**src/rtl/booth_mul_param.sv**
```systemverilog
// Sequential Booth multiplier with operands and the product passed over a shared WIDTH-bit bus.
// Defining BOOTH_RADIX4_EN selects the modified Booth radix-4 core in place of radix-2.
module booth_mul_param #(
    parameter int WIDTH = 6
) (
    input  logic             clk,
    input  logic             rst,
    input  logic             start,
    input  logic             sgn,
    input  logic [WIDTH-1:0] in_bus,
    output logic [WIDTH-1:0] out_bus,
    output logic             done,
    output logic             busy
);

    localparam int MW = WIDTH + 1;
`ifdef BOOTH_RADIX4_EN
    // The multiplier is padded to an even width; the accumulator carries headroom for +-2M.
    localparam int QW    = ((WIDTH % 2) == 1) ? (WIDTH + 1) : (WIDTH + 2);
    localparam int AW    = WIDTH + 3;
    localparam int STEPS = QW / 2;
`else
    localparam int QW    = WIDTH + 1;
    localparam int AW    = WIDTH + 2;
    localparam int STEPS = WIDTH + 1;
`endif
    localparam int CW = $clog2(STEPS + 1);
    localparam int PW = 2 * WIDTH;

    typedef enum logic [2:0] {
        ST_IDLE   = 3'd0,
        ST_LOAD_X = 3'd1,
        ST_LOAD_Y = 3'd2,
        ST_CALC   = 3'd3,
        ST_OUT_HI = 3'd4,
        ST_OUT_LO = 3'd5
    } state_t;

    state_t           state_q;
    logic             sgn_q;
    logic [MW-1:0]    m_q;
    logic [AW-1:0]    acc_q;
    logic [QW-1:0]    q_q;
    logic             qm1_q;
    logic [CW-1:0]    cnt_q;
    logic [WIDTH-1:0] out_q;
    logic             done_q;
    logic             busy_q;

    logic [AW-1:0]    acc_d;
    logic [QW-1:0]    q_d;
    logic             qm1_d;
    logic [AW-1:0]    m_ext_s;
    logic [AW-1:0]    sum_s;
    logic [AW+QW:0]   cat_s;
    logic [AW+QW:0]   sh_s;
    logic [PW-1:0]    prod_s;

    function automatic logic [MW-1:0] ext_m(input logic [WIDTH-1:0] v, input logic s);
        return {s & v[WIDTH-1], v};
    endfunction

    function automatic logic [QW-1:0] ext_q(input logic [WIDTH-1:0] v, input logic s);
        return {{(QW - WIDTH){s & v[WIDTH-1]}}, v};
    endfunction

    assign prod_s = PW'({acc_q, q_q});

    // One Booth recoding step: add the selected multiple of M, then arithmetic shift of {acc,Q,q_minus1}.
    always_comb begin
        m_ext_s = {{(AW - MW){m_q[MW-1]}}, m_q};
        sum_s   = acc_q;
`ifdef BOOTH_RADIX4_EN
        case ({q_q[1], q_q[0], qm1_q})
            3'b001, 3'b010: sum_s = acc_q + m_ext_s;
            3'b011:         sum_s = acc_q + {m_ext_s[AW-2:0], 1'b0};
            3'b100:         sum_s = acc_q - {m_ext_s[AW-2:0], 1'b0};
            3'b101, 3'b110: sum_s = acc_q - m_ext_s;
            default:        sum_s = acc_q;
        endcase
        cat_s = {sum_s, q_q, qm1_q};
        sh_s  = {{2{cat_s[AW+QW]}}, cat_s[AW+QW:2]};
`else
        case ({q_q[0], qm1_q})
            2'b01:   sum_s = acc_q + m_ext_s;
            2'b10:   sum_s = acc_q - m_ext_s;
            default: sum_s = acc_q;
        endcase
        cat_s = {sum_s, q_q, qm1_q};
        sh_s  = {cat_s[AW+QW], cat_s[AW+QW:1]};
`endif
        {acc_d, q_d, qm1_d} = sh_s;
    end

    // Control FSM with registered bus, done and busy outputs.
    always_ff @(posedge clk or negedge rst) begin
        if (!rst) begin
            state_q <= ST_IDLE;
            sgn_q   <= 1'b0;
            m_q     <= '0;
            acc_q   <= '0;
            q_q     <= '0;
            qm1_q   <= 1'b0;
            cnt_q   <= '0;
            out_q   <= '0;
            done_q  <= 1'b0;
            busy_q  <= 1'b0;
        end else begin
            case (state_q)
                ST_IDLE: begin
                    done_q <= 1'b0;
                    out_q  <= '0;
                    if (start) begin
                        sgn_q   <= sgn;
                        busy_q  <= 1'b1;
                        state_q <= ST_LOAD_X;
                    end else begin
                        busy_q  <= 1'b0;
                        state_q <= ST_IDLE;
                    end
                end
                ST_LOAD_X: begin
                    m_q     <= ext_m(in_bus, sgn_q);
                    state_q <= ST_LOAD_Y;
                end
                ST_LOAD_Y: begin
                    q_q     <= ext_q(in_bus, sgn_q);
                    acc_q   <= '0;
                    qm1_q   <= 1'b0;
                    cnt_q   <= '0;
                    state_q <= ST_CALC;
                end
                ST_CALC: begin
                    // The cycle after the last step publishes the high half.
                    if (cnt_q == CW'(STEPS)) begin
                        done_q  <= 1'b1;
                        out_q   <= prod_s[PW-1:WIDTH];
                        state_q <= ST_OUT_HI;
                    end else begin
                        acc_q   <= acc_d;
                        q_q     <= q_d;
                        qm1_q   <= qm1_d;
                        cnt_q   <= cnt_q + CW'(1);
                        state_q <= ST_CALC;
                    end
                end
                ST_OUT_HI: begin
                    done_q  <= 1'b0;
                    out_q   <= prod_s[WIDTH-1:0];
                    state_q <= ST_OUT_LO;
                end
                ST_OUT_LO: begin
                    out_q   <= '0;
                    busy_q  <= 1'b0;
                    state_q <= ST_IDLE;
                end
                default: begin
                    out_q   <= '0;
                    done_q  <= 1'b0;
                    busy_q  <= 1'b0;
                    state_q <= ST_IDLE;
                end
            endcase
        end
    end

    assign out_bus = out_q;
    assign done    = done_q;
    assign busy    = busy_q;

endmodule

```
**config.mk**
```make
export PLATFORM = sky130hd
export DESIGN_NAME = booth_mul_param
export DESIGN_NICKNAME = d
export VERILOG_FILES = /design/src/rtl/booth_mul_param.sv
export SDC_FILE = /design/constraint.sdc
export NUM_CORES = 1
export LEC_CHECK = 0
export CAP_MARGIN = 20
export CORE_MARGIN = 5
export CORE_UTILIZATION = 65
export DETAILED_ROUTE_END_ITERATION = 8
export DONT_BUFFER_PORTS = 1
export PLACE_DENSITY = 0.81
export SETUP_SLACK_MARGIN = 0.15
export SLEW_MARGIN = 20
export SYNTH_ARGS = -nofsm -noshare
export SYNTH_HDL_FRONTEND = slang
export SYNTH_SLANG_ARGS = --single-unit
```
**constraint.sdc**
```tcl
create_clock -name clk -period 6.4 [get_ports clk]
set_clock_uncertainty 0.1 [all_clocks]
set_input_delay 0.64 -clock clk [delete_from_list [all_inputs] [get_ports clk]]
set_output_delay 0.64 -clock clk [all_outputs]
set_load 0.02 [all_outputs]
```
==> out/metrics.cfg <==
[detailed_routing]
detail-route-antenna-nets = 0
avgViaCountPerCell = 6.073
drc = 0
drt_iter0_drc = 138
dr_total_vias = 1585
drtPass1Iterations = 5
wl_per_cell_um = 16.28
wl_um = 4248

[global_route]
grtUsageTotal = 0.2132
overflow = 0
antenna_found_initial = 0
grt_pass1_wl_um = 7010
grt_max_degree = 38
grt_pass1_vias = 1502

[critical_path]
regToRegSetupSlack_ns = 3.57
crit_chain = ha_1 > mux2_2 > inv_1 > ha_1 > nor2b_1 > o31a_1 > o21ai_0 > xor2_1 > a221o_1 > a21o_1
end_kind = flip-flop
r2r_cells = 10
slowest_stage = dfrtp_1
crit_path_frequent_cell = ha_1
worstPathRequired_ns = 6.54
crit_path_max_incr_delay_ns = 0.42
cp-start-kind = flip-flop
r2r-start = q_q[0]
critical_path_class = reg2reg
reg2reg_to = acc_q[6]
cp.arrival_ns = 2.97
path_max_fanout = 8

[final_layout]
fin_util = 0.7000
fillers = 235
final_nets = 240
most-common-layout-cells = dfrtp_1 (37), o21ai_0 (27), nand2_1 (22), nor2_1 (17), a21oi_1 (17)
layout-drive-gt1-share = 0.07834
instances_no_fill = 261
final_common_cell = dfrtp_1
area_growth_syn_to_layout_pct = 2.521
antennaDiodeCount = 0

[floorplan]
start_util = 0.6828
die_h_um = 66.63
die-area_um2 = 4440
io-pin-count = 18
core_um2 = 3053
chipWidth_um = 66.63
num_rows = 20

[clock_tree]
clock_path_buffers = 2
root_buffer = clkbuf_4
cts_made_buffers = 5
ctsResizeCount = 0
h-tree-depth = 2
cts_hold_buf = 1
postCtsSetupBuffers = 0
clock_latency_ns = 0.34
cts.clk_slew.worst_paths_ns = 0.11
cts_tree = done
cts_sinks = 37

[yosys]
synth_top_cell_by_area = dfrtp_1
synth_area_leaders = dfrtp_1 (44%), ha_1 (6.6%), o21ai_0 (6.5%)
synth_nets = 243
syn-cell-area_um2 = 2084
yosysUniqueCellTypes = 41
yosysWarningCount = 0
synthCells = 221
syn_avg_cell_area_um2 = 9.432
synthArstFlopShare = 1.000
synth_top_area_frac = 0.4442
synth_edf_count = 0
synth-seq-cells = 37
synth-main-ff-cell = dfrtp_1
yosysSeqAreaShare = 0.4442

[sta]
period_share = 0.4417
slew_headroom = 0.4352
fin_ws_ns = 3.573
hold_violations = 0
tns_ns = 0
tightest_slew_ns = 0.8407
period_minus_slack_ns = 2.827
grt_setup_unrepaired = false
finalMaxSlewViolations = 0
max_clock_freq_ghz = 0.3537
setup_viol = 0

[place]
place.gp.congestion = 0.8851
hpwlAfterDp_um = 3130
io_buffers = 0
dp_cells = 254
place_ws_ns = 3.576

[status]
status = finished, final reports clean

[min_path]
hold_path_class = in2async

[flow_run]
cap_violations = 0

==> worst max-delay path, delay by kind of cell (launching register included) <==
kind	cells	cell delay [ns]
compound gates	4	0.96
mux	1	0.40
buf+inv	1	0.06
flops	1	0.42
simple gates	1	0.14
xor+xnor	1	0.12
fa+ha+maj	2	0.55
==> registers in the layout (all words and copies together), names as in the netlist <==
name,flops
acc_q,7
busy,1
cnt_q,3
done,1
m_q,7
out_bus,6
q_q,7
qm1_q,1
sgn_q,1
state_q,3
==> kinds of logic after synthesis <==
logic type      count (synthesis)  share of synthesized area
flops                          37                     0.4442
fa+ha+maj                      12                    0.07563
compound gates                 75                     0.2185
simple gates                   59                     0.1387
xor+xnor                        8                    0.03361
mux                             7                    0.03661
buf+inv                        23                    0.05282
==> layout make-up <==
class	instances	area, um^2	share of cell area
Multi-Input combinational cell	161	1049	0.4906
Sequential cell	37	925.9	0.4333
Tap cell	44	55.05	0.02576
Inverter	12	45.04	0.02108
Clock buffer	5	37.54	0.01756
Timing Repair Buffer	1	20.02	0.009368
Clock inverter	1	5.005	0.002342
==> routing by layer <==
metal	track usage	vias up	routed length (um)
met3	0.06914	4	305
met2	0.3453	44	2062
met1	0.2619	767	1819
met4	0.08376	0	61
li1	-	770	-
met5	0	-	0
==> through the flow <==
stage | instance area (um^2) | hold WS, ns
after detailed placement | 2074 | 0.2454
after global placement | 2074 | 0.2453
final | 2137 | 0.02238
after CTS | 2137 | 0.02246
after floorplan | 2085 | 0.2444
after global routing | 2137 | 0.01423
==> cells in the mapped netlist (2+ instances only) <==
cell,count
xor2_1,2
nand2_1,22
ha_1,11
nor3_1,6
a21oi_1,17
o21a_1,2
dfrtp_1,37
o21ai_0,27
a22oi_1,5
nor2b_1,3
nand2b_1,3
a31oi_1,2
mux2i_1,2
xnor2_1,6
nor2_1,17
a22o_1,4
o22ai_1,5
mux2_2,4
buf_2,4
inv_1,12
clkbuf_1,4
a211oi_1,3
a32oi_1,2
a21o_1,3
buf_6,2
==> worst max path at each step <==
stage,to,from,slack (ns),cells past startpoint
6_report,acc_q[6],q_q[0],3.57,10
5_1_grt,acc_q[6],qm1_q,3.45,11
4_1_cts,acc_q[6],q_q[0],3.58,10
3_5_place_dp,acc_q[6],qm1_q,3.58,11
3_3_place_gp,acc_q[6],qm1_q,3.67,11
2_1_floorplan,acc_q[6],qm1_q,3.67,12
Power is not shown: default switching activity piles up to over one toggle a cycle in this logic, so the estimate is an artifact.
